[src/rtl/parking_pkg.sv]
// Parking gate controller shared definitions.
//   gate_state_t : barrier FSM state encoding
//   OCC_W        : width of the binary occupancy count (0..99)
//   timer_width  : width of the shared gate timer for a given set of
//                  cycle counts (largest count, never below one bit)
package parking_pkg;

  localparam int OCC_W = 7;

  typedef enum logic [1:0] {
    CLOSED       = 2'd0,
    OPEN         = 2'd1,
    CLOSING_WAIT = 2'd2,
    DENIED       = 2'd3
  } gate_state_t;

  function automatic int max3(input int a, input int b, input int c);
    int m;
    m = (a > b) ? a : b;
    return (m > c) ? m : c;
  endfunction

  // A counter loaded with N-1 needs $clog2(N) bits; keep at least one bit.
  function automatic int timer_width(input int a, input int b, input int c);
    int w;
    w = $clog2(max3(a, b, c));
    return (w < 1) ? 1 : w;
  endfunction

endpackage

[src/rtl/parking_gate_ctrl_bin2bcd_2d.sv]
// Two-digit binary-to-BCD converter, purely combinational.
//   bin_i  : binary value, legal range 0..99
//   tens_o : BCD tens digit
//   ones_o : BCD ones digit
module bin2bcd_2d
  import parking_pkg::*;
(
  input  logic [OCC_W-1:0] bin_i,
  output logic [3:0]       tens_o,
  output logic [3:0]       ones_o
);

  always_comb begin
    tens_o = 4'd0;
    for (int t = 1; t <= 9; t++) begin
      if (bin_i >= OCC_W'(t * 10)) tens_o = 4'(t);
    end
    // The true remainder is below 10, so modulo-16 arithmetic on the low
    // nibble gives it exactly.
    ones_o = bin_i[3:0] - (tens_o * 4'd10);
  end

endmodule

[src/rtl/parking_gate_ctrl.sv]
// Parking gate controller: occupancy counter with saturation and sticky
// error flags, registered BCD display digits, and the barrier FSM.
//   clk             : single clock
//   reset_n         : asynchronous active-low reset
//   entry_req       : debounced entry button level (rising edge opens gate)
//   vehicle_entered : one-cycle pulse, car passed inwards
//   vehicle_exited  : one-cycle pulse, car left the lot
//   gate_open       : barrier drive (registered)
//   deny            : "lot full" indicator (registered)
//   full            : occupancy == CAPACITY
//   occupancy       : binary car count
//   unidades/decenas: BCD ones/tens of occupancy, one cycle behind it
//   err_over        : sticky, entry counted while already at CAPACITY
//   err_under       : sticky, exit counted while already empty
module parking_gate_ctrl
  import parking_pkg::*;
#(
  parameter int CAPACITY     = 99,
  parameter int OPEN_TIMEOUT = 500_000_000,
  parameter int CLOSE_DELAY  = 200_000_000,
  parameter int DENY_CYCLES  = 100_000_000
) (
  input  logic             clk,
  input  logic             reset_n,
  input  logic             entry_req,
  input  logic             vehicle_entered,
  input  logic             vehicle_exited,
  output logic             gate_open,
  output logic             deny,
  output logic             full,
  output logic [OCC_W-1:0] occupancy,
  output logic [3:0]       unidades,
  output logic [3:0]       decenas,
  output logic             err_over,
  output logic             err_under
);

  localparam int TMR_W = timer_width(OPEN_TIMEOUT, CLOSE_DELAY, DENY_CYCLES);
  localparam logic [TMR_W-1:0] OPEN_LOAD  = TMR_W'(OPEN_TIMEOUT - 1);
  localparam logic [TMR_W-1:0] CLOSE_LOAD = TMR_W'(CLOSE_DELAY - 1);
  localparam logic [TMR_W-1:0] DENY_LOAD  = TMR_W'(DENY_CYCLES - 1);
  localparam logic [OCC_W-1:0] CAP        = OCC_W'(CAPACITY);

  logic [OCC_W-1:0] occ_q, occ_d;
  logic             err_over_q, err_over_d;
  logic             err_under_q, err_under_d;
  logic [3:0]       uni_q, dec_q;
  logic [3:0]       bcd_tens, bcd_ones;
  logic             entry_low_q;
  logic             entry_rise;
  gate_state_t      state_q, state_d;
  logic [TMR_W-1:0] timer_q, timer_d;
  logic             gate_open_q, deny_q;

  // Occupancy counter; simultaneous in/out pulses cancel.
  always_comb begin
    occ_d       = occ_q;
    err_over_d  = err_over_q;
    err_under_d = err_under_q;
    if (vehicle_entered && !vehicle_exited) begin
      if (occ_q == CAP) err_over_d = 1'b1;
      else              occ_d      = occ_q + 1'b1;
    end else if (vehicle_exited && !vehicle_entered) begin
      if (occ_q == '0) err_under_d = 1'b1;
      else             occ_d       = occ_q - 1'b1;
    end
  end

  bin2bcd_2d u_bcd (
    .bin_i  (occ_q),
    .tens_o (bcd_tens),
    .ones_o (bcd_ones)
  );

  // entry_low_q remembers that the button was seen low on the previous
  // edge; being cleared by reset, a button held through reset must be
  // released once before it can open the gate.
  assign entry_rise = entry_req & entry_low_q;

  always_comb begin
    state_d = state_q;
    timer_d = timer_q;
    unique case (state_q)
      CLOSED: begin
        if (entry_rise) begin
          if (full) begin
            state_d = DENIED;
            timer_d = DENY_LOAD;
          end else begin
            state_d = OPEN;
            timer_d = OPEN_LOAD;
          end
        end
      end
      OPEN: begin
        if (vehicle_entered) begin
          state_d = CLOSING_WAIT;
          timer_d = CLOSE_LOAD;
        end else if (timer_q == '0) begin
          state_d = CLOSED;
        end else begin
          timer_d = timer_q - 1'b1;
        end
      end
      CLOSING_WAIT: begin
        // A tailgating car restarts the close delay.
        if (vehicle_entered)       timer_d = CLOSE_LOAD;
        else if (timer_q == '0)    state_d = CLOSED;
        else                       timer_d = timer_q - 1'b1;
      end
      DENIED: begin
        if (timer_q == '0) state_d = CLOSED;
        else               timer_d = timer_q - 1'b1;
      end
      default: begin
        state_d = CLOSED;
        timer_d = '0;
      end
    endcase
  end

  always_ff @(posedge clk or negedge reset_n) begin
    if (!reset_n) begin
      occ_q       <= '0;
      err_over_q  <= 1'b0;
      err_under_q <= 1'b0;
      uni_q       <= '0;
      dec_q       <= '0;
      entry_low_q <= 1'b0;
      state_q     <= CLOSED;
      timer_q     <= '0;
      gate_open_q <= 1'b0;
      deny_q      <= 1'b0;
    end else begin
      occ_q       <= occ_d;
      err_over_q  <= err_over_d;
      err_under_q <= err_under_d;
      uni_q       <= bcd_ones;
      dec_q       <= bcd_tens;
      entry_low_q <= ~entry_req;
      state_q     <= state_d;
      timer_q     <= timer_d;
      // Moore outputs registered from the next state so they align with it.
      gate_open_q <= (state_d == OPEN) || (state_d == CLOSING_WAIT);
      deny_q      <= (state_d == DENIED);
    end
  end

  assign full      = (occ_q == CAP);
  assign occupancy = occ_q;
  assign unidades  = uni_q;
  assign decenas   = dec_q;
  assign err_over  = err_over_q;
  assign err_under = err_under_q;
  assign gate_open = gate_open_q;
  assign deny      = deny_q;

endmodule

[config.mk]
export PLATFORM = sky130hd
export DESIGN_NAME = parking_gate_ctrl
export DESIGN_NICKNAME = d
export VERILOG_FILES = /design/src/rtl/parking_pkg.sv /design/src/rtl/parking_gate_ctrl_bin2bcd_2d.sv /design/src/rtl/parking_gate_ctrl.sv
export SDC_FILE = /design/constraint.sdc
export NUM_CORES = 1
export LEC_CHECK = 0
export ABC_AREA = 1
export BUFFER_PORTS_ARGS = -buffer_cell sky130_fd_sc_hd__clkbuf_2
export CAP_MARGIN = 30
export CORE_MARGIN = 3
export CORE_UTILIZATION = 65
export CTS_CLUSTER_SIZE = 10
export DETAILED_ROUTE_END_ITERATION = 10
export PLACE_DENSITY_LB_ADDON = 0.15
export SYNTH_ARGS = -nofsm -noshare
export SYNTH_HDL_FRONTEND = slang
export SYNTH_SLANG_ARGS = --single-unit
[constraint.sdc]
create_clock -name clk -period 5 [get_ports clk]
set_clock_uncertainty 0.1 [all_clocks]
set_input_delay 0.75 -clock clk [delete_from_list [all_inputs] [get_ports clk]]
set_output_delay 0.75 -clock clk [all_outputs]
set_load 0.02 [all_outputs]
== Yosys cells after proc, flatten, opt, wreduce, memory -nomap -nowiden ==
Cells that the tools add are included.

* Add/subtract/negate cells: 4
* $mul: 1
* Magnitude comparators: 9
* Eq/ne operators: 10
* Muxes and demuxes: 24
* Bitwise operators: 3
* Reduce and logical (&&, ||, !) cells: 13

{| class="wikitable"
|+ Operator list
! kind !! count
|-
| two-way mux 29 bit || 4
|-
| case mux 29 bit (3 select lines) || 1
|-
| zero test 29 bit || 1
|-
| subtractor 29 x 1 -> 29 bit (second input constant) || 1
|-
| two-way mux 7 bit || 4
|-
| >= comparator 7 x 6 -> 1 bit (second input constant) || 3
|-
| >= comparator 7 bit (second input constant) || 3
|-
| >= comparator 7 x 5 -> 1 bit (second input constant) || 2
|-
| two-way mux 2 bit || 7
|-
| two-way mux 3 bit || 4
|-
| equality test 2 bit (second input constant) || 4
|-
| two-way mux 4 bit || 2
|-
| case mux 2 bit (4 select lines) || 1
|-
| adder 7 x 1 -> 7 bit (second input constant) || 1
|-
| equality test 7 bit (second input constant) || 1
|-
| >= comparator 7 x 4 -> 1 bit (second input constant) || 1
|-
| zero test 7 bit || 1
|-
| subtractor 7 x 1 -> 7 bit (second input constant) || 1
|-
| != test 2 bit (second input constant) || 3
|-
| AND reduction 3 bit || 2
|-
| equality test 2 x 1 -> 1 bit (second input constant) || 2
|-
| multiplier 4 x 3 -> 3 bit (second input constant) || 1
|-
| subtractor 4 bit || 1
|-
| logical AND 1 bit || 2
|-
| other kinds (9) || 11
|}

* Flip-flop bits (word level): 51
* Bits of input ports: 5
* Output and inout port bits: 20
* Word-level logic and storage cells: 74

== Logic depth before layout (Yosys ltp) ==
* Word-level depth: 12
* Depth in mapped cells: 19
* Gate-level depth less buffers: 19

== Modules after synthesis ==
A second synthesis with hierarchy kept.

* Cells, all modules: 529
* Area, all modules: 3752.3 µm²

{| class="wikitable"
|+ By module, submodules not included
! module !! times used !! cells each !! area an instance (µm²) !! seq. area each (µm²)
|-
| parking_gate_ctrl || 1 || 476 || 3474.6 || 1276.2
|-
| bin2bcd_2d || 1 || 53 || 277.8 || 0.0
|}

== Least setup slack after synthesis ==
OpenSTA, ideal clock, no wires.

* Path type: reg-to-reg
* Start point: reg occ_q[6], in the netlist occupancy[6]
* End point: reg uni_q[3], in the netlist unidades[3]
* Library setup time: 0.116 ns
* Arrival: 2.320 ns
* Required time: 4.784 ns
* Slack: 2.463 ns
* Cell stages (with the launch flop): 20
* Path buffers: 0
* Period minus slack after synthesis: 2.537 ns
* Path through: dfrtp_1 inv_2 nand2_1 nor2_1 nand2_1 nand2_1 nand2_1 nand2_1 nand2_1 nand2_1 nand2_1 nand2_1 nand2_1 ha_1 fa_1 xor2_1 xor2_1 inv_1 nand2_1 nand2_1

* Word-level cells in the longest chain between the ends: 12
* Elaborated cells on any way between the ends: 20
* Classes of those cells: 1 x add/sub; 1 x mul; 9 x order compare; 9 x mux

{| class="wikitable"
|+ Ends and longest elaborated chain
! element !! RTL line !! RTL
|-
| start: declaration || parking_gate_ctrl.sv:44 || <nowiki>logic [OCC_W-1:0] occ_q, occ_d;</nowiki>
|-
| start signal: assignment || parking_gate_ctrl.sv:124 || <nowiki>occ_q <= '0;</nowiki>
|-
| start signal: assignment || parking_gate_ctrl.sv:135 || <nowiki>occ_q <= occ_d;</nowiki>
|-
| >= comparator 7 x 4 -> 1 bit || parking_gate_ctrl_bin2bcd_2d.sv:16 || <nowiki>if (bin_i >= OCC_W'(t * 10)) tens_o = 4'(t);</nowiki>
|-
| two-way mux 1 bit || parking_gate_ctrl_bin2bcd_2d.sv:16 ||
|-
| two-way mux 2 bit (2 in a row) || parking_gate_ctrl_bin2bcd_2d.sv:16 ||
|-
| two-way mux 3 bit (4 in a row) || parking_gate_ctrl_bin2bcd_2d.sv:16 ||
|-
| two-way mux 4 bit || parking_gate_ctrl_bin2bcd_2d.sv:16 ||
|-
| two-way mux 4 bit (*) || parking_gate_ctrl_bin2bcd_2d.sv:16 ||
|-
| net bcd_tens[0] || parking_gate_ctrl.sv:48 || <nowiki>logic [3:0] bcd_tens, bcd_ones;</nowiki>
|-
| multiplier 4 x 3 -> 3 bit (*) || parking_gate_ctrl_bin2bcd_2d.sv:20 || <nowiki>ones_o = bin_i[3:0] - (tens_o * 4'd10);</nowiki>
|-
| subtractor 4 bit (*) || parking_gate_ctrl_bin2bcd_2d.sv:20 ||
|-
| net bcd_ones[3] || parking_gate_ctrl.sv:48 ||
|-
| end signal: assignment || parking_gate_ctrl.sv:138 || <nowiki>uni_q <= bcd_ones;</nowiki>
|-
| end: declaration || parking_gate_ctrl.sv:47 || <nowiki>logic [3:0] uni_q, dec_q;</nowiki>
|}

Mark *: on every way through the listed nets, which the timed path passes. The rest lies on a longest branch.
A chain may end at the register's enable or synchronous reset.

== Worst setup path in the final report ==
Same ends and word-level chain as after synthesis.

==> results_dict.tcl <==
set metrics [dict create \
    slowest_stage "dfrtp_1" \
    fin_crit_sh_pct 57.4 \
    grt.total_usage_pct 29.6 \
    r2r-start "occupancy[6]$_DFFE_PN0P_" \
    rsz0062_at_grt "no" \
    fin_nets 545 \
    setup.worst_path.start "occupancy[6]$_DFFE_PN0P_" \
    hp-start "err_over$_DFFE_PN0P_" \
    drt-pass1-iter-count 8 \
    vias 3371 \
    grt_max_degree 52 \
    synth_area_leaders "dfrtp_1, nand2_1, nor2_1, ha_1, inv_1" \
    yosysSeqAreaShare_pct 36.7 \
    crit_family "simple AND/OR/NAND/NOR gates" \
    status "finished, final reports clean" \
    synth_ff_type "dfrtp_1" \
    numCtsBuffers 5 \
    core_area_mm2 0.00494 \
    cts_resized 0 \
    yosysTopAreaCellShare_pct 36.7 \
    finalCriticalPeriod_ns 2.87 \
    dieArea_mm2 0.00626 \
    cp.buffers_inverters 2 \
    clock_latency_ns 0.31 \
    path_class "register to register" \
    hold_end "err_over$_DFFE_PN0P_" \
    max-cap-violations 0 \
    synth_nets 520 \
    die_h_um 79.1 \
    postCtsSetupRepairBufs 0 \
    synth_top_cell_by_area "dfrtp_1" \
    layout_common_cells "nand2_1, nor2_1, inv_1" \
    drc 0 \
    seqCellArea_mm2 0.00128 \
    routed_wl_um 8670 \
    detail_route.wl_per_cell_um 14.7 \
    hold_viol 0 \
    ys_types 35 \
    r2r_cells 19 \
    io-pin-count 25 \
    overflow 0 \
    clk_pin_slew_ns 0.09 \
    slew_viol_final 0 \
    power_density_mw_per_mm2 670 \
    grt_pass1_wl_um 14700 \
    dp_hpwl_um 6530 \
    vias_per_cell 5.71 \
    worst_pin_slew_ns 0.634 \
    avgSynthCellArea_um2 7.00 \
    gp_congestion 0.969 \
    cpPeakStageDelay_ns 0.51 \
    synthCells 497 \
    worstPathMaxFanout 8 \
    dp.cells 582 \
    startpoint_type "register" \
    hold_path_class "register to register" \
    synth-seq-cells 51 \
    fin_tns_setup_ns 0 \
    syn-cell-area_mm2 0.00348 \
    port_buffers 24 \
    synth_edf_count 0 \
    grt_pass1_vias 3183 \
    antenna_found_initial 0 \
    cts_tree "built" \
    fillers 384 \
    r2r-end "unidades[3]$_DFF_PN0_" \
    root_buffer "clkbuf_8" \
    crit_path_frequent_cell "nand2_1" \
    final_area_mm2 0.00377 \
    synth.yosys.warnings 0 \
    rows 25 \
    end_kind "register" \
    diodes 0 \
    drtAntennaViolNets 0 \
    start_util_pct 70.4 \
    fin_cells 590 \
    crit_required_ns 5.09 \
    drive_above_1_share_pct 12.4 \
    dpl_cell_area_mm2 0.00365 \
    area_growth_pct 8.31 \
    leakagePower_uw 0.00187 \
    synthArstFlopShare_pct 100 \
    multi_input_area_mm2 0.00191 \
    drt_iter0_drc 408 \
    max-slew-margin-rel_pct 57.7 \
    setup_viol 0 \
    h-tree-depth 2 \
    reg2reg_slack_ns 2.13 \
    fmax_mhz 348 \
    holdPathStages 2 \
    clockBufferDepth 2 \
    holdBufCountCts 0 \
    worstPathArrival_ns 2.96 \
    final_common_cell "nand2_1" \
    cts.sinks 51 \
    peakVddDrop_mv 0.439 \
    path_cells "inv_2, nand2_1, nor2_1, nand2_1, nand2_1, nand2_1, nand2_1, nand2_1, nand2_1, nand2_1, nand2_1, nand2_1, ha_1, fa_1, xor2_1, xor2_1, inv_1, nand2_1, nand2_1" \
    die_w_um 79.1 \
]
==> worst max-delay path by stage <==
stage          cells past startpoint                     to  slack [ns]
2_1_floorplan                     19  unidades[3]$_DFF_PN0_        2.46
3_3_place_gp                      19  unidades[3]$_DFF_PN0_        2.35
3_5_place_dp                      19  unidades[3]$_DFF_PN0_        2.19
4_1_cts                           19  unidades[3]$_DFF_PN0_        2.16
5_1_grt                           19  unidades[3]$_DFF_PN0_        1.86
6_report                          19  unidades[3]$_DFF_PN0_        2.13
==> synthesized netlist by cell type (9+ instances only) <==
| cell | number |
|---|---|
| xor2_1 | 9 |
| o21ai_0 | 21 |
| ha_1 | 16 |
| nor2_1 | 70 |
| nand3_1 | 31 |
| nor2_2 | 9 |
| o21ai_1 | 17 |
| inv_2 | 12 |
| nand4_1 | 10 |
| a21oi_1 | 33 |
| nand2_1 | 121 |
| dfrtp_1 | 51 |
| inv_1 | 53 |
==> logic make-up after synthesis <==
family | synth area share [%]
AND/OR/NAND/NOR | 31.7
AO/OA/AOI/OAI | 13.0
XOR/XNOR | 3.27
flip-flops | 36.7
adder cells (fa/ha/maj) | 6.91
buffers and inverters | 8.38
==> metrics by stage <==
| step | total power (uW) | setup slack [ns] | hold slack [ns] | util, % |
|---|---|---|---|---|
| 3_3_place_gp | 2140 | 2.35 | 0.350 | 73.8 |
| 5_1_grt | 2760 | 1.86 | 0.402 | 76.2 |
| 3_5_place_dp | 2200 | 2.19 | 0.360 | 73.8 |
| 2_1_floorplan | 1830 | 2.46 | 0.354 | - |
| 4_1_cts | 2500 | 2.16 | 0.389 | 76.2 |
| 6_report | 2520 | 2.13 | 0.389 | 76.2 |
==> cell type report <==
type,count,area share [%]
Clock buffer,6,2.19
Clock inverter,2,0.930
Inverter,67,6.68
Multi-Input combinational cell,372,50.7
Sequential cell,51,33.9
Tap cell,67,2.23
Timing Repair Buffer,25,3.39
==> power breakdown <==
part	internal, uW	switching, uW	leakage, uW
clock	162	139	0.0000612
combinational	479	925	0.00121
sequential	603	215	0.000608
==> flip-flops by register name, summed over array words and instances, names as in the netlist <==
| signal | cells |
|---|---|
| state_q | 2 |
| err_under | 1 |
| err_over | 1 |
| deny | 1 |
| unidades | 4 |
| entry_low_q | 1 |
| occupancy | 7 |
| decenas | 4 |
| timer_q | 29 |
| gate_open | 1 |
==> per-layer routing <==
layer	vias to the layer above	track usage [%]	share of wire (%)	routed length, um
li1	1651	-	-	-
met1	1543	43.1	46	4000
met2	156	45.5	44	3800
met3	21	4.76	7.9	683
met4	0	9.11	2.1	180
met5	-	0	0	0
==> worst min-delay path: stages (launching register included) <==
cell	delay [ns]
dfrtp_1	0.36
inv_1	0.04
nand2_1	0.06
Power figures use the tool's default switching activity.
